`config.mk`:
```
export PLATFORM = sky130hd
export DESIGN_NAME = acc_stack_unit_flat
export DESIGN_NICKNAME = d
export VERILOG_FILES = /design/src/rtl/acc_pkg.sv /design/src/rtl/acc_stack_unit_if.sv /design/src/rtl/acc_lifo.sv /design/src/rtl/acc_stack_unit.sv /design/src/flat_wrapper.sv
export SDC_FILE = /design/constraint.sdc
export NUM_CORES = 1
export LEC_CHECK = 0
export CORE_UTILIZATION = 50
export DETAILED_ROUTE_END_ITERATION = 10
export PLACE_DENSITY = 0.84
export RECOVER_POWER = 100
export SYNTH_ARGS = -nofsm -noshare
export SYNTH_HDL_FRONTEND = slang
export SYNTH_HIERARCHICAL = 1
export SYNTH_SLANG_ARGS = --single-unit
```
`constraint.sdc`:
```
create_clock -name clk -period 3.21 [get_ports clk]
set_clock_uncertainty 0.2 [all_clocks]
set_input_delay 0.4815 -clock clk [delete_from_list [all_inputs] [get_ports clk]]
set_output_delay 0.4815 -clock clk [all_outputs]
set_load 0.02 [all_outputs]
```
`src/rtl/acc_pkg.sv`:
```
// Shared opcode encoding for the accumulator/stack unit.
// ROL/ROR (0xA/0xB) are only implemented when ACC_ROTATE_EN is defined.
package acc_pkg;

  localparam int unsigned ACC_OP_W = 4;

  typedef enum logic [ACC_OP_W-1:0] {
    OpNop    = 4'h0,
    OpLoad   = 4'h1,
    OpClr    = 4'h2,
    OpInc    = 4'h3,
    OpDec    = 4'h4,
    OpShl    = 4'h5,
    OpShr    = 4'h6,
    OpPush   = 4'h7,
    OpPop    = 4'h8,
    OpSwap   = 4'h9,
    OpRol    = 4'hA,
    OpRor    = 4'hB,
    OpClrErr = 4'hF
  } acc_op_e;

endpackage

```
`src/rtl/acc_stack_unit_if.sv`:
```
// Operation/bus interface of the accumulator unit. master drives opcodes and send,
// slave is the accumulator unit itself.
interface acc_stack_unit_if #(
  parameter int unsigned WIDTH = 8,
  parameter int unsigned DEPTH = 4
);
  import acc_pkg::*;

  localparam int unsigned CntW = $clog2(DEPTH + 1);

  logic             op_valid;
  acc_op_e          op;
  logic [WIDTH-1:0] bus_in;
  logic             send;
  logic [WIDTH-1:0] acc_out;
  logic [WIDTH-1:0] bus_out;
  logic             bus_oe;
  logic             zero;
  logic             neg;
  logic             carry;
  logic [CntW-1:0]  stk_count;
  logic             stk_full;
  logic             stk_empty;
  logic             err;

  modport master (
    output op_valid, op, bus_in, send,
    input  acc_out, bus_out, bus_oe, zero, neg, carry, stk_count, stk_full, stk_empty, err
  );

  modport slave (
    input  op_valid, op, bus_in, send,
    output acc_out, bus_out, bus_oe, zero, neg, carry, stk_count, stk_full, stk_empty, err
  );

endinterface

```
`src/rtl/acc_lifo.sv`:
```
// DEPTH-entry save stack for the accumulator. Callers only request legal ops,
// but push/pop/swap are still guarded against full/empty here.
module acc_lifo #(
  parameter int unsigned WIDTH = 8,
  parameter int unsigned DEPTH = 4
) (
  input  logic                         clk_i,
  input  logic                         reset_i,
  input  logic                         push_i,
  input  logic                         pop_i,
  input  logic                         swap_i,
  input  logic [WIDTH-1:0]             wdata_i,
  output logic [WIDTH-1:0]             top_o,
  output logic [$clog2(DEPTH+1)-1:0]   count_o,
  output logic                         full_o,
  output logic                         empty_o
);

  localparam int unsigned CntW = $clog2(DEPTH + 1);
  localparam int unsigned IdxW = (DEPTH > 1) ? $clog2(DEPTH) : 1;

  logic [WIDTH-1:0] mem_q [DEPTH];
  logic [CntW-1:0]  count_q, count_d;
  logic [IdxW-1:0]  wr_idx, top_idx;
  logic             full, empty;

  assign full    = (count_q == CntW'(DEPTH));
  assign empty   = (count_q == '0);
  assign wr_idx  = IdxW'(count_q);
  assign top_idx = IdxW'(count_q - 1'b1);

  // Occupancy count follows accepted push/pop requests.
  always_comb begin
    count_d = count_q;
    if (push_i && !full) begin
      count_d = count_q + 1'b1;
    end else if (pop_i && !empty) begin
      count_d = count_q - 1'b1;
    end
  end

  // Count register; stack contents are intentionally left unreset.
  always_ff @(posedge clk_i or posedge reset_i) begin
    if (reset_i) begin
      count_q <= '0;
    end else begin
      count_q <= count_d;
    end
  end

  // Storage writes: push fills the next free slot, swap overwrites the top.
  always_ff @(posedge clk_i) begin
    if (push_i && !full) begin
      mem_q[wr_idx] <= wdata_i;
    end else if (swap_i && !empty) begin
      mem_q[top_idx] <= wdata_i;
    end
  end

  assign top_o   = empty ? '0 : mem_q[top_idx];
  assign count_o = count_q;
  assign full_o  = full;
  assign empty_o = empty;

endmodule

```
`src/rtl/acc_stack_unit.sv`:
```
// Accumulator with carry/zero/negative flags, sticky error flag and save stack.
// Optional feature macro: ACC_ROTATE_EN enables ROL/ROR through carry; without it
// opcodes 0xA/0xB are illegal.
module acc_stack_unit
  import acc_pkg::*;
#(
  parameter int unsigned WIDTH = 8,
  parameter int unsigned DEPTH = 4
) (
  input logic             clk,
  input logic             reset,
  acc_stack_unit_if.slave acc_if
);

  localparam int unsigned CntW = $clog2(DEPTH + 1);

  logic [WIDTH-1:0] acc_q, acc_d;
  logic             carry_q, carry_d;
  logic             err_q, err_d;
  logic             push, pop, swap;
  logic [WIDTH-1:0] stk_top;
  logic [CntW-1:0]  stk_count;
  logic             stk_full, stk_empty;

  acc_lifo #(
    .WIDTH (WIDTH),
    .DEPTH (DEPTH)
  ) u_lifo (
    .clk_i   (clk),
    .reset_i (reset),
    .push_i  (push),
    .pop_i   (pop),
    .swap_i  (swap),
    .wdata_i (acc_q),
    .top_o   (stk_top),
    .count_o (stk_count),
    .full_o  (stk_full),
    .empty_o (stk_empty)
  );

  // Opcode decode; an op that errors leaves acc, carry and stack untouched.
  always_comb begin
    acc_d   = acc_q;
    carry_d = carry_q;
    err_d   = err_q;
    push    = 1'b0;
    pop     = 1'b0;
    swap    = 1'b0;
    if (acc_if.op_valid) begin
      unique case (acc_if.op)
        OpNop:  ;
        OpLoad: acc_d = acc_if.bus_in;
        OpClr: begin
          acc_d   = '0;
          carry_d = 1'b0;
        end
        OpInc:  {carry_d, acc_d} = {1'b0, acc_q} + (WIDTH + 1)'(1);
        OpDec: begin
          acc_d   = acc_q - WIDTH'(1);
          carry_d = (acc_q == '0);
        end
        OpShl: begin
          carry_d = acc_q[WIDTH-1];
          acc_d   = {acc_q[WIDTH-2:0], 1'b0};
        end
        OpShr: begin
          carry_d = acc_q[0];
          acc_d   = {1'b0, acc_q[WIDTH-1:1]};
        end
        OpPush: begin
          if (stk_full) err_d = 1'b1;
          else          push  = 1'b1;
        end
        OpPop: begin
          if (stk_empty) begin
            err_d = 1'b1;
          end else begin
            pop   = 1'b1;
            acc_d = stk_top;
          end
        end
        OpSwap: begin
          if (stk_empty) begin
            err_d = 1'b1;
          end else begin
            swap  = 1'b1;
            acc_d = stk_top;
          end
        end
`ifdef ACC_ROTATE_EN
        OpRol:  {carry_d, acc_d} = {acc_q, carry_q};
        OpRor:  {acc_d, carry_d} = {carry_q, acc_q};
`endif
        OpClrErr: err_d = 1'b0;
        default:  err_d = 1'b1;
      endcase
    end
  end

  // Accumulator and flag registers.
  always_ff @(posedge clk or posedge reset) begin
    if (reset) begin
      acc_q   <= '0;
      carry_q <= 1'b0;
      err_q   <= 1'b0;
    end else begin
      acc_q   <= acc_d;
      carry_q <= carry_d;
      err_q   <= err_d;
    end
  end

  assign acc_if.acc_out   = acc_q;
  assign acc_if.zero      = (acc_q == '0);
  assign acc_if.neg       = acc_q[WIDTH-1];
  assign acc_if.carry     = carry_q;
  assign acc_if.err       = err_q;
  assign acc_if.bus_out   = acc_if.send ? acc_q : '0;
  assign acc_if.bus_oe    = acc_if.send;
  assign acc_if.stk_count = stk_count;
  assign acc_if.stk_full  = stk_full;
  assign acc_if.stk_empty = stk_empty;

endmodule

```
`src/flat_wrapper.sv`:
```
// flat-port wrapper written by rule: the top's interface ports become plain ports
module acc_stack_unit_flat import acc_pkg::*;
#(
  parameter int unsigned WIDTH = 8,
  parameter int unsigned DEPTH = 4
)
  (clk, reset, acc_if_op_valid, acc_if_op, acc_if_bus_in, acc_if_send, acc_if_acc_out, acc_if_bus_out, acc_if_bus_oe, acc_if_zero, acc_if_neg, acc_if_carry, acc_if_stk_count, acc_if_stk_full, acc_if_stk_empty, acc_if_err);
  acc_stack_unit_if #(.WIDTH(WIDTH), .DEPTH(DEPTH)) acc_if_i ();
  input logic clk;
  input logic reset;
  input wire logic [$bits(acc_if_i.op_valid)-1:0] acc_if_op_valid;
  input wire logic [$bits(acc_if_i.op)-1:0] acc_if_op;
  input wire logic [$bits(acc_if_i.bus_in)-1:0] acc_if_bus_in;
  input wire logic [$bits(acc_if_i.send)-1:0] acc_if_send;
  output wire logic [$bits(acc_if_i.acc_out)-1:0] acc_if_acc_out;
  output wire logic [$bits(acc_if_i.bus_out)-1:0] acc_if_bus_out;
  output wire logic [$bits(acc_if_i.bus_oe)-1:0] acc_if_bus_oe;
  output wire logic [$bits(acc_if_i.zero)-1:0] acc_if_zero;
  output wire logic [$bits(acc_if_i.neg)-1:0] acc_if_neg;
  output wire logic [$bits(acc_if_i.carry)-1:0] acc_if_carry;
  output wire logic [$bits(acc_if_i.stk_count)-1:0] acc_if_stk_count;
  output wire logic [$bits(acc_if_i.stk_full)-1:0] acc_if_stk_full;
  output wire logic [$bits(acc_if_i.stk_empty)-1:0] acc_if_stk_empty;
  output wire logic [$bits(acc_if_i.err)-1:0] acc_if_err;
  assign acc_if_i.op_valid = acc_if_op_valid;
  assign acc_if_i.op = acc_if_op;
  assign acc_if_i.bus_in = acc_if_bus_in;
  assign acc_if_i.send = acc_if_send;
  assign acc_if_acc_out = acc_if_i.acc_out;
  assign acc_if_bus_out = acc_if_i.bus_out;
  assign acc_if_bus_oe = acc_if_i.bus_oe;
  assign acc_if_zero = acc_if_i.zero;
  assign acc_if_neg = acc_if_i.neg;
  assign acc_if_carry = acc_if_i.carry;
  assign acc_if_stk_count = acc_if_i.stk_count;
  assign acc_if_stk_full = acc_if_i.stk_full;
  assign acc_if_stk_empty = acc_if_i.stk_empty;
  assign acc_if_err = acc_if_i.err;
  acc_stack_unit #(.WIDTH(WIDTH), .DEPTH(DEPTH)) u_core (.clk(clk), .reset(reset), .acc_if(acc_if_i));
endmodule
```
==> impl_results.md, run 1 <==
* Final worst path period need at between 3000 and 4000 ps
* Number of global-route vias before repair at 2472
* Sequential-to-total area share from yosys stat at between 40% and 50%
* Final worst path period share at around 94%
* Worst relative slew slack at between 30 and 40%
* Post-synthesis cell count at 277
* Worst Path Max Fanout at 2
* Largest net degree at the start of global routing at 28
* HP Class: primary input to asynchronous set/reset pin
* Share of total power in the clock network at about 16%
* Number of max-cap violations at 0
* Cell type of the slowest stage on the worst timing path: sky130_fd_sc_hd__dlygate4sd3_1
* Clk sinks at 45
* Mean post-synth cell area at between 10 and 15 um2
* Number of buffers inserted by port buffering at 41
* Initial DRT Pass Iterations at 5
* Final Core Density at 64.03%
* Slew Limit Fails at 0
* Share of power burned in combinational logic at 46.9%
* Clock Tree Buf Depth at 2
* Multi-input gate area at 1536 um2
* Share of cells above drive strength 1 at 15.64%
* Switching share of power at between 40 and 50%
* Placeable core region at around 5600 um2
* Post-synthesis net count at roughly 300
* HPWL after DPL at ~5200 um
* Final-layout fill cell count at slightly below 500
* Overall die height at 78.95 um
* Proportion of synthesized flip-flops having asynchronous set or reset at 28.89%
* Overall track demand over capacity in global routing at 26.89%
* Transition time at the pin with the least slew margin at 955.1 ps
* Maximum achievable frequency at 332.3 MHz
* Internal cell power at roughly 1.3 mW
* Ant diodes at 0
* Worst Path Class, Setup: flip-flop to output pin
* Synthesis warning total at 6
* Number of endpoints with negative hold slack in the final report at 0
* H-tree depth at 2
* Setup bufs post-CTS at 0
* Average vias per placed instance at between 6 and 7
* Final-stage net count at 347
* Final setup violation count at 0
* Post-synthesis instance area at around 3000 um2
* Clock tree root buffer cell: sky130_fd_sc_hd__clkbuf_8
* Count of buffering cells on the critical path with inverters included at 1
* Area Growth Syn to Fin at 21.30%
* Worst IR Drop VDD at between 0.3 and 0.4 mV
* Number of rows in the core area at 27
* Endpoint type of the worst setup path: output pin
* Number of antenna-violating nets in the routed design at 0
* Setup repair after global routing missed its margin: no
* Initial Util at 52.79%
* Synthesis-stage register bit count at 45
* CTS buffer count at 5
* Overall via count from detail_route at 2524
* Count of different cell masters after synthesis at between 60 and 70
* Global-route wire length before repair at 12670 um
* Number of antenna violations at the first check in global routing at 0
* Run status: complete, no violations
* Synth Flop Type: sky130_fd_sc_hd__edfxtp_1
* Slowest cell delay on critical path at around 700 ps
* Total negative slack for setup checks at 0 ps
* Clk pin slew, worst setup/hold paths at 80 ps
* Arrival time of data at the critical path endpoint at between 2000 and 2500 ps
* Die Span X at 78.95 um
* Total instance count after detailed placement at 390
* Worst-case reg-to-reg path depth at 10
* Routed length per placed instance at ~19 um
* Residual overflow from global routing at 0
* Clock tree from TritonCTS: built
* Sequential share of power at 37.0%
* Cell leakage power at 1.255 nW
* Post-CTS resize count at 0
* P_sw at 906.3 uW
* # IOs at 42
* Crit path max-delay family: simple AND/OR/NAND/NOR gates
* Register Area at between 1000 and 1500 um2
* Detailed Route WL at 7636 um
* Insertion delay to the later sink of the worst-skew pair at 310 ps
* Initial drt markers at approximately 270
* Number of enable flip-flop cells after synthesis at 32
* Power Density at 616.8 nW/um2
* Die area at around 6200 um2
* Overall power of the completed layout at 2.215 mW
* DRC violation count after routing at 0
* CTS hold repair buffers at 0
* Final weighted congestion in routability-driven placement at 0.8867
* Sequence of cells on the critical path: or4_4 -> nor4b_2 -> dlygate4sd3_1
* Startpoint kind of the worst setup timing path: flip-flop
* Number of non-filler instances in the completed layout at 398
* Instance count on the critical path at 3
* Data required time of the critical path at ~2500 ps
==> cell usage after synthesis (3+ instances only) <==
cell type	count	area [um2]
sky130_fd_sc_hd__a22oi_1	3	22.52
sky130_fd_sc_hd__ha_1	6	75.07
sky130_fd_sc_hd__o21ai_1	10	50.05
sky130_fd_sc_hd__and3_1	4	25.02
sky130_fd_sc_hd__nor3_1	7	35.03
sky130_fd_sc_hd__o22ai_1	3	18.77
sky130_fd_sc_hd__a211oi_1	5	37.54
sky130_fd_sc_hd__mux4_2	8	180.2
sky130_fd_sc_hd__nand3_1	6	30.03
sky130_fd_sc_hd__nand2_1	13	48.80
sky130_fd_sc_hd__o21ai_0	9	45.04
sky130_fd_sc_hd__xnor2_1	5	43.79
sky130_fd_sc_hd__clkbuf_1	9	33.78
sky130_fd_sc_hd__nor2_1	14	52.55
sky130_fd_sc_hd__nor4_1	3	18.77
sky130_fd_sc_hd__edfxtp_1	32	960.9
sky130_fd_sc_hd__inv_1	10	37.54
sky130_fd_sc_hd__buf_2	8	40.04
sky130_fd_sc_hd__dfrtp_1	13	325.3
sky130_fd_sc_hd__nor2b_1	3	18.77
sky130_fd_sc_hd__and2_1	18	112.6
sky130_fd_sc_hd__a211oi_2	3	37.54
sky130_fd_sc_hd__a221oi_1	4	35.03
sky130_fd_sc_hd__a21oi_1	10	50.05
sky130_fd_sc_hd__nand2b_1	5	31.28
sky130_fd_sc_hd__or4_4	3	33.78
sky130_fd_sc_hd__a31oi_1	3	18.77
sky130_fd_sc_hd__buf_4	5	37.54
==> state kept, by name, indices dropped and copies added, names as in the netlist <==
name and count:
u_core/acc_if.acc_out 8, u_core/acc_if.carry 1, u_core/acc_if.err 1, u_core/u_lifo/count_o 3, u_core/u_lifo/mem_q 32
==> cell usage in the layout, fill, tap and decap left out, drive strengths merged, types with 11 or more instances in the layout <==
master / count
nand2: 13
inv: 12
nor2: 15
clkdlybuf4s50: 13
dlygate4sd3: 28
buf: 12
a21oi: 11
o21ai: 19
clkbuf: 17
dfrtp: 13
edfxtp: 32
and2: 19
==> cells by family (layout without fill, tap and decap cells) <==
family                     after synthesis  count (layout)  share of synthesized area [%]
AOI/OAI and AO/OA                       75              75                          18.18
xor gates and xnor gates                 7               7                          2.071
adders and majority gates                6               6                          2.536
buffers and inverters                   35              84                          5.664
DFF                                     45              45                          43.45
muxes                                    9               9                          6.466
and+or+nand+nor                        100             100                          21.64
==> routing by layer <==
| layer | vias to the layer above | global-route usage [%] | routed length, um | share of wire, % |
|---|---|---|---|---|
| met3 | 21 | 5.632 | 691 | 9.0 |
| li1 | 1155 | - | - | - |
| met1 | 1206 | 36.56 | 3204 | 42 |
| met5 | - | 0 | 0 | 0 |
| met4 | 0 | 10.73 | 209 | 2.7 |
| met2 | 142 | 42.09 | 3531 | 46 |
==> cell type report <==
type,count,area share (%)
clock buffers,6,2.021
multi-input cells,197,42.79
well taps,72,2.509
inverters,12,1.254
flip-flops and latches,45,35.85
clock inverters,2,0.4530
repair buffers,64,15.12
==> worst paths after layout <==
path	start	end	slack (ps)
worst max-delay path	u_core/acc_if.acc_out[3]	acc_if_zero	200
worst min-delay path	reset	u_core/u_lifo/count_o[2]	310
worst max register to register	u_core/u_lifo/count_o[0]	u_core/u_lifo/mem_q[3][4]	210
worst min register to register	u_core/acc_if.carry	u_core/acc_if.carry	310
max in group asynchronous	reset	u_core/acc_if.acc_out[4]	2080
min in group clk	u_core/acc_if.carry	u_core/acc_if.carry	310
==> power by group through the flow <==
stage	clock, mW	combinational [mW]	sequential (mW)
floorplan	0	0.638	0.878
global placement	0	1.06	0.830
detailed placement	0	1.09	0.834
CTS	0.362	1.10	0.821
global route	0.391	1.12	0.831
finish	0.357	1.04	0.820
==> metrics by stage <==
step                      instance area [um2]  hold slack [ps]  worst slack, ps
after floorplan                          3000            35.08           0.8640
after global placement                   3547            297.7            72.83
after detailed placement                 3547            306.2            17.83
after CTS                                3636            172.7            207.1
after global routing                     3591            326.0            30.21
final                                    3591            307.7            200.5
==> worst register-to-register path: cells and delay by family (launching register included) <==
kind	cells	cell delay (ps)
flops	1	360
buf+inv	4	630
compound gates	1	140
simple gates	4	1040
fa+ha+maj	1	270
Note: power is estimated with default switching activity, not from simulation.
==> run 2, diff against run 1 <==
--- a/config.mk
+++ b/config.mk
@@ -5,11 +5,15 @@
 export SDC_FILE = /design/constraint.sdc
 export NUM_CORES = 1
 export LEC_CHECK = 0
-export CORE_UTILIZATION = 50
+export CELL_PAD_IN_SITES_DETAIL_PLACEMENT = 2
+export CELL_PAD_IN_SITES_GLOBAL_PLACEMENT = 2
+export CORE_UTILIZATION = 32
 export DETAILED_ROUTE_END_ITERATION = 10
-export PLACE_DENSITY = 0.84
+export PLACE_DENSITY = 0.83
 export RECOVER_POWER = 100
+export SLEW_MARGIN = 20
 export SYNTH_ARGS = -nofsm -noshare
 export SYNTH_HDL_FRONTEND = slang
 export SYNTH_HIERARCHICAL = 1
 export SYNTH_SLANG_ARGS = --single-unit
+export TNS_END_PERCENT = 10
==> run 2 against run 1 <==
Critical endpoint unchanged. Flip-flop and latch count stayed put. Count of clock-buffer cells in the layout is 1 lower. The run now ends with design-rule violations left. Critical path type unchanged. Routed wire length is 33% higher.
==> impl_results.md, run 2 (synthesis gave the netlist of run 1 again) <==
* Run status: finished with violations (was complete, no violations)
* Failing checks: design-rule violations
* Clk sinks at 45 (unchanged)
* Overall die height at 98.18 um (was 78.95 um)
* Number of antenna-violating nets in the routed design at 0 (unchanged)
* Least setup slack across all paths after layout at 6.995 ps (was 200.5 ps)
* P_sw at 989.2 uW (was 906.3 uW)
* Number of endpoints with negative hold slack in the final report at 0 (unchanged)
* Largest register FFs at 32 (unchanged)
* Share of power burned in combinational logic at 47.9% (was 46.9%)
* Register Area at 1287 um2 (unchanged)
* Multi-input gate area at 1520 um2 (was 1536 um2)
* Worst Path Class, Setup: flip-flop to output pin (unchanged)
* Total cell area at the placement stage at 3647 um2 (was 3547 um2)
* Clock tree from TritonCTS: built (unchanged)
* Post-Place Setup Slack at 67.74 ps (was 17.83 ps)
* Total instance count after detailed placement at 430 (was 390)
* Worst relative slew slack at 40.67% (was 35.74%)
* Area Growth Syn to Fin at 25.02% (was 21.30%)
* Average vias per placed instance at 5.779 (was 6.342)
* Overall track demand over capacity in global routing at 21.92% (was 26.89%)
* Final-stage net count at 351 (was 347)
* Worst Path Max Fanout at 2 (unchanged)
* Residual overflow from global routing at 0 (unchanged)
* Initial Util at 33.46% (was 52.79%)
* Worst IR Drop VDD at 0.2776 mV (was 0.3667 mV)
* Number of non-filler instances in the completed layout at 438 (was 398)
* Ant diodes at 0 (unchanged)
* Most common cell after layout, fill and taps aside: sky130_fd_sc_hd__edfxtp_1 (unchanged)
* Sequence of cells on the critical path: or4_4 -> nor4b_2 -> clkdlybuf4s50_1 (was or4_4 -> nor4b_2 -> dlygate4sd3_1)
* HP Class: primary input to asynchronous set/reset pin (unchanged)
* Maximum achievable frequency at 312.2 MHz (was 332.3 MHz)
* Arrival time of data at the critical path endpoint at 2520 ps (was 2330 ps)
* Slowest cell delay on critical path at 710 ps (was 720 ps)
* Number of buffers inserted by port buffering at 41 (unchanged)
* Final worst path period share at 99.78% (was 93.75%)
* Reg with most FFs: u_core/u_lifo/mem_q (unchanged)
* Cell type of the slowest stage on the worst timing path: sky130_fd_sc_hd__clkdlybuf4s50_1 (was sky130_fd_sc_hd__dlygate4sd3_1)
* Detailed Route WL at 10150 um (was 7636 um)
* HPWL after DPL at 7190 um (was 5216 um)
* Post-CTS resize count at 0 (unchanged)
* Initial drt markers at 213 (was 267)
* Endpoint type of the worst setup path: output pin (unchanged)
* Final Core Density at 41.83% (was 64.03%)
* Placeable core region at 8848 um2 (was 5608 um2)
* Clock tree root buffer cell: sky130_fd_sc_hd__clkbuf_8 (unchanged)
* Final setup violation count at 0 (unchanged)
* Die area at 9639 um2 (was 6232 um2)
* Slew Limit Fails at 0 (unchanged)
* Clk pin slew, worst setup/hold paths at 100 ps (was 80 ps)
* Initial DRT Pass Iterations at 9 (was 5)
* Global-route wire length before repair at 16010 um (was 12670 um)
* DRC violation count after routing at 3 (was 0)
* Setup repair after global routing missed its margin: no (unchanged)
* Cell leakage power at 1.296 nW (was 1.255 nW)
* Number of global-route vias before repair at 2805 (was 2472)
* Final-layout fill cell count at 961 (was 488)
* Switching share of power at 41.48% (was 40.92%)
* CTS hold repair buffers at 0 (unchanged)
* Crit path max-delay family: simple AND/OR/NAND/NOR gates (unchanged)
* CTS buffer count at 5 (unchanged)
* Instance count on the critical path at 3 (unchanged)
* Largest net degree at the start of global routing at 28 (unchanged)
* Worst hold slack across all endpoints at 303.2 ps (was 307.7 ps)
* Routed length per placed instance at 23.17 um (was 19.19 um)
* H-tree depth at 2 (unchanged)
* Overall via count from detail_route at 2531 (was 2524)
* Sequential share of power at 32.6% (was 37.0%)
* Setup bufs post-CTS at 0 (unchanged)
* Worst-case reg-to-reg path depth at 10 (unchanged)
* # IOs at 42 (unchanged)
* Die Span X at 98.18 um (was 78.95 um)
* Share of total power in the clock network at 19.5% (was 16.1%)
* Final weighted congestion in routability-driven placement at 0.7938 (was 0.8867)
* Number of antenna violations at the first check in global routing at 0 (unchanged)
* Number of max-cap violations at 0 (unchanged)
* Number of rows in the core area at 34 (was 27)
* Internal cell power at 1.396 mW (was 1.309 mW)
* Transition time at the pin with the least slew margin at 888.3 ps (was 955.1 ps)
* Data required time of the critical path at 2530 ps (about the same)
* Share of cells above drive strength 1 at 16.06% (was 15.64%)
* Final instance area at 3701 um2 (was 3591 um2)
* Overall power of the completed layout at 2.385 mW (was 2.215 mW)
* Startpoint kind of the worst setup timing path: flip-flop (unchanged)
* Clock Tree Buf Depth at 2 (unchanged)
* Total negative slack for setup checks at 0 ps (unchanged)
* Insertion delay to the later sink of the worst-skew pair at 310 ps (about the same)
* Final worst path period need at 3203 ps (was 3009 ps)
* Count of buffering cells on the critical path with inverters included at 1 (unchanged)
* Power Density at 644.4 nW/um2 (was 616.8 nW/um2)
* Top library cells by usage in the layout, fill and taps aside: 32 x sky130_fd_sc_hd__edfxtp_1, 26 x sky130_fd_sc_hd__dlygate4sd3_1, 17 x sky130_fd_sc_hd__and2_1 (was 32 x sky130_fd_sc_hd__edfxtp_1, 28 x sky130_fd_sc_hd__dlygate4sd3_1, 18 x sky130_fd_sc_hd__and2_1)
-- run 2: cell types whose count changed in the layout (fill, tap and decap cells not counted), moves of 2 or more --
cell,previous run,this run
sky130_fd_sc_hd__dlygate4sd3_1,28,26
sky130_fd_sc_hd__clkbuf_2,1,3
sky130_fd_sc_hd__buf_12,0,2
sky130_fd_sc_hd__clkdlybuf4s50_1,13,15
sky130_fd_sc_hd__clkbuf_1,11,9
sky130_fd_sc_hd__inv_6,0,2
sky130_fd_sc_hd__and2_0,0,2
-- run 2: final timing paths --
kind / from / end / slack [ps]
min in group clk: u_core/acc_if.carry / u_core/acc_if.carry / 320
worst min-delay path: reset / u_core/u_lifo/count_o[1] / 300
worst max-delay path: u_core/acc_if.acc_out[3] / acc_if_zero / 7
max in group asynchronous: reset / u_core/acc_if.acc_out[6] / 2020
worst max register to register: u_core/u_lifo/count_o[0] / u_core/u_lifo/mem_q[2][6] / 180
worst min register to register: u_core/acc_if.carry / u_core/acc_if.carry / 320
-- run 2: per-layer routing --
layer  track usage (%)  wire, um  up-vias  share of wire [%]
li1                  -         -     1155                  -
met1             27.91      4295     1274                 42
met2             37.16      5127       81                 51
met3             3.364       455       21                4.5
met4             9.185       271        0                2.7
met5                 0         0        -                  0
-- run 2: layout make-up --
cell class              instances  share of cell area [%]
repair buffers                 68                   16.13
clock buffers                   5                   1.859
multi-input cells             197                   41.08
inverters                      12                   1.217
clock inverters                 3                   1.285
well taps                     108                   3.651
flip-flops and latches         45                   34.79
-- run 2: power by group through the flow --
stage | Sequential, mW | Clock (mW) | Combinational (mW)
3_5_place_dp | 0.790 | 0 | 1.21
5_1_grt | 0.787 | 0.491 | 1.23
2_1_floorplan | 0.878 | 0 | 0.638
3_3_place_gp | 0.781 | 0 | 1.17
4_1_cts | 0.779 | 0.476 | 1.23
6_report | 0.778 | 0.465 | 1.14
==> run 3, diff against run 2 <==
--- a/config.mk
+++ b/config.mk
@@ -9,6 +9,7 @@
 export CELL_PAD_IN_SITES_GLOBAL_PLACEMENT = 2
 export CORE_UTILIZATION = 32
 export DETAILED_ROUTE_END_ITERATION = 10
+export MAX_ROUTING_LAYER = met4
 export PLACE_DENSITY = 0.83
 export RECOVER_POWER = 100
 export SLEW_MARGIN = 20
==> run 3 against run 2 <==
The run still ends with design-rule violations left. Clock power is essentially flat. Combinational power is essentially flat. Largest power group unchanged. Utilization is the same.
==> impl_results.md, run 3 (synthesis gave the netlist of run 1 again) <==
* Run status: finished with violations (unchanged)
* Failing checks: design-rule violations (unchanged)
* Clock tree root buffer cell: sky130_fd_sc_hd__clkbuf_8 (unchanged)
* Final worst path period need at 3177 ps (was 3203 ps)
* HPWL after DPL at 7190 um (unchanged)
* HP Class: primary input to asynchronous set/reset pin (unchanged)
* Number of antenna violations at the first check in global routing at 0 (unchanged)
* Cell type of the slowest stage on the worst timing path: sky130_fd_sc_hd__clkdlybuf4s50_1 (unchanged)
* Insertion delay to the later sink of the worst-skew pair at 310 ps (about the same)
* Endpoint type of the worst setup path: output pin (unchanged)
* Setup repair after global routing missed its margin: no (unchanged)
* Least setup slack across all paths after layout at 32.64 ps (was 6.995 ps)
* Final setup violation count at 0 (unchanged)
* Maximum achievable frequency at 314.7 MHz (was 312.2 MHz)
* P_sw at 988.1 uW (was 989.2 uW)
* Number of max-cap violations at 0 (unchanged)
* Overall via count from detail_route at 2538 (was 2531)
* DRC violation count after routing at 3 (unchanged)
* Number of non-filler instances in the completed layout at 438 (unchanged)
* Placeable core region at 8848 um2 (unchanged)
* Post-CTS resize count at 0 (unchanged)
* Worst relative slew slack at 43.46% (was 40.67%)
* Number of global-route vias before repair at 2802 (was 2805)
* Share of power burned in combinational logic at 47.8% (was 47.9%)
* Share of total power in the clock network at 19.6% (was 19.5%)
* Cell leakage power at 1.296 nW (unchanged)
* Final instance area at 3701 um2 (unchanged)
* Area Growth Syn to Fin at 25.02% (unchanged)
* Final weighted congestion in routability-driven placement at 0.8051 (was 0.7938)
* Most common cell after layout, fill and taps aside: sky130_fd_sc_hd__edfxtp_1 (unchanged)
* Ant diodes at 0 (unchanged)
* Total instance count after detailed placement at 430 (unchanged)
* Switching share of power at 41.45% (was 41.48%)
* Overall track demand over capacity in global routing at 22.63% (was 21.92%)
* Slowest cell delay on critical path at 700 ps (was 710 ps)
* Sequence of cells on the critical path: or4_4 -> nor4b_2 -> clkdlybuf4s50_1 (unchanged)
* Residual overflow from global routing at 0 (unchanged)
* Clock Tree Buf Depth at 2 (unchanged)
* Largest register FFs at 32 (unchanged)
* Final-stage net count at 351 (unchanged)
* Number of antenna-violating nets in the routed design at 0 (unchanged)
* Worst Path Max Fanout at 2 (unchanged)
* Crit path max-delay family: simple AND/OR/NAND/NOR gates (unchanged)
* CTS buffer count at 5 (unchanged)
* # IOs at 42 (unchanged)
* Total negative slack for setup checks at 0 ps (unchanged)
* Arrival time of data at the critical path endpoint at 2500 ps (was 2520 ps)
* Worst IR Drop VDD at 0.2767 mV (was 0.2776 mV)
* Startpoint kind of the worst setup timing path: flip-flop (unchanged)
* Transition time at the pin with the least slew margin at 846.6 ps (was 888.3 ps)
* Initial drt markers at 189 (was 213)
* Number of endpoints with negative hold slack in the final report at 0 (unchanged)
* Count of buffering cells on the critical path with inverters included at 1 (unchanged)
* Number of buffers inserted by port buffering at 41 (unchanged)
* Top library cells by usage in the layout, fill and taps aside: 32 x sky130_fd_sc_hd__edfxtp_1, 26 x sky130_fd_sc_hd__dlygate4sd3_1, 17 x sky130_fd_sc_hd__and2_1 (unchanged)
* Internal cell power at 1.396 mW (about the same)
* Sequential share of power at 32.6% (about the same)
* Die Span X at 98.18 um (unchanged)
* Power Density at 644.1 nW/um2 (was 644.4 nW/um2)
* Average vias per placed instance at 5.795 (was 5.779)
* Overall die height at 98.18 um (unchanged)
* Post-Place Setup Slack at 67.74 ps (unchanged)
* Initial DRT Pass Iterations at 9 (unchanged)
* H-tree depth at 2 (unchanged)
* Clk pin slew, worst setup/hold paths at 100 ps (about the same)
* Clk sinks at 45 (unchanged)
* Detailed Route WL at 10120 um (was 10150 um)
* Die area at 9639 um2 (unchanged)
* Number of rows in the core area at 34 (unchanged)
* Worst Path Class, Setup: flip-flop to output pin (unchanged)
* Final worst path period share at 98.98% (was 99.78%)
* Clock tree from TritonCTS: built (unchanged)
* Largest net degree at the start of global routing at 28 (unchanged)
* CTS hold repair buffers at 0 (unchanged)
* Setup bufs post-CTS at 0 (unchanged)
* Initial Util at 33.46% (unchanged)
* Global-route wire length before repair at 16020 um (was 16010 um)
* Routed length per placed instance at 23.10 um (was 23.17 um)
* Share of cells above drive strength 1 at 16.06% (unchanged)
* Reg with most FFs: u_core/u_lifo/mem_q (unchanged)
* Slew Limit Fails at 0 (unchanged)
* Total cell area at the placement stage at 3647 um2 (unchanged)
* Data required time of the critical path at 2530 ps (about the same)
==> run 3: cell counts in the layout (fill, tap and decap cells not counted) <==
No cell type changed its count.
==> run 3: metal layers <==
layer / track usage [%] / vias to the layer above / wire length [um]
li1: - / 1158 / -
met1: 28.01 / 1268 / 4221
met2: 37.27 / 87 / 5166
met3: 3.221 / 25 / 470
met4: 9.185 / 0 / 259
met5: - / - / 0
==> run 3: per-stage QoR <==
step / total power [mW] / utilization (%) / hold WS (ps)
after floorplan: 1.516 / - / 35.08
after global placement: 1.950 / 41.22 / 299.6
after detailed placement: 2.002 / 41.22 / 319.4
after CTS: 2.481 / 42.53 / 169.6
after global routing: 2.507 / 41.83 / 313.3
final: 2.384 / 41.83 / 304.0
==> run 3: power by group through the flow <==
stage / logic [mW] / registers [mW] / clock network, mW
after floorplan: 0.638 / 0.878 / 0
after global placement: 1.17 / 0.781 / 0
after detailed placement: 1.21 / 0.790 / 0
after CTS: 1.23 / 0.779 / 0.476
after global routing: 1.23 / 0.786 / 0.492
final: 1.14 / 0.777 / 0.468
==> run 3: worst paths after layout <==
kind	depth (start not counted)	to	slack, ps	startpoint
max in group asynchronous	2	u_core/acc_if.acc_out[6]	2030	reset
min in group clk	2	u_core/acc_if.carry	320	u_core/acc_if.carry
max	3	acc_if_zero	30	u_core/acc_if.acc_out[3]
min	2	u_core/u_lifo/count_o[1]	300	reset
min reg2reg	2	u_core/acc_if.carry	320	u_core/acc_if.carry
max reg2reg	10	u_core/u_lifo/mem_q[2][6]	190	u_core/u_lifo/count_o[0]
==> run 3: cell type report <==
| cell class | count | area, um2 |
|---|---|---|
| Sequential cell | 45 | 1287 |
| Clock inverter | 3 | 47.55 |
| Tap cell | 108 | 135.1 |
| Timing Repair Buffer | 68 | 596.8 |
| Fill cell | 961 | 5147 |
| Clock buffer | 5 | 68.82 |
| Multi-Input combinational cell | 197 | 1520 |
| Inverter | 12 | 45.04 |
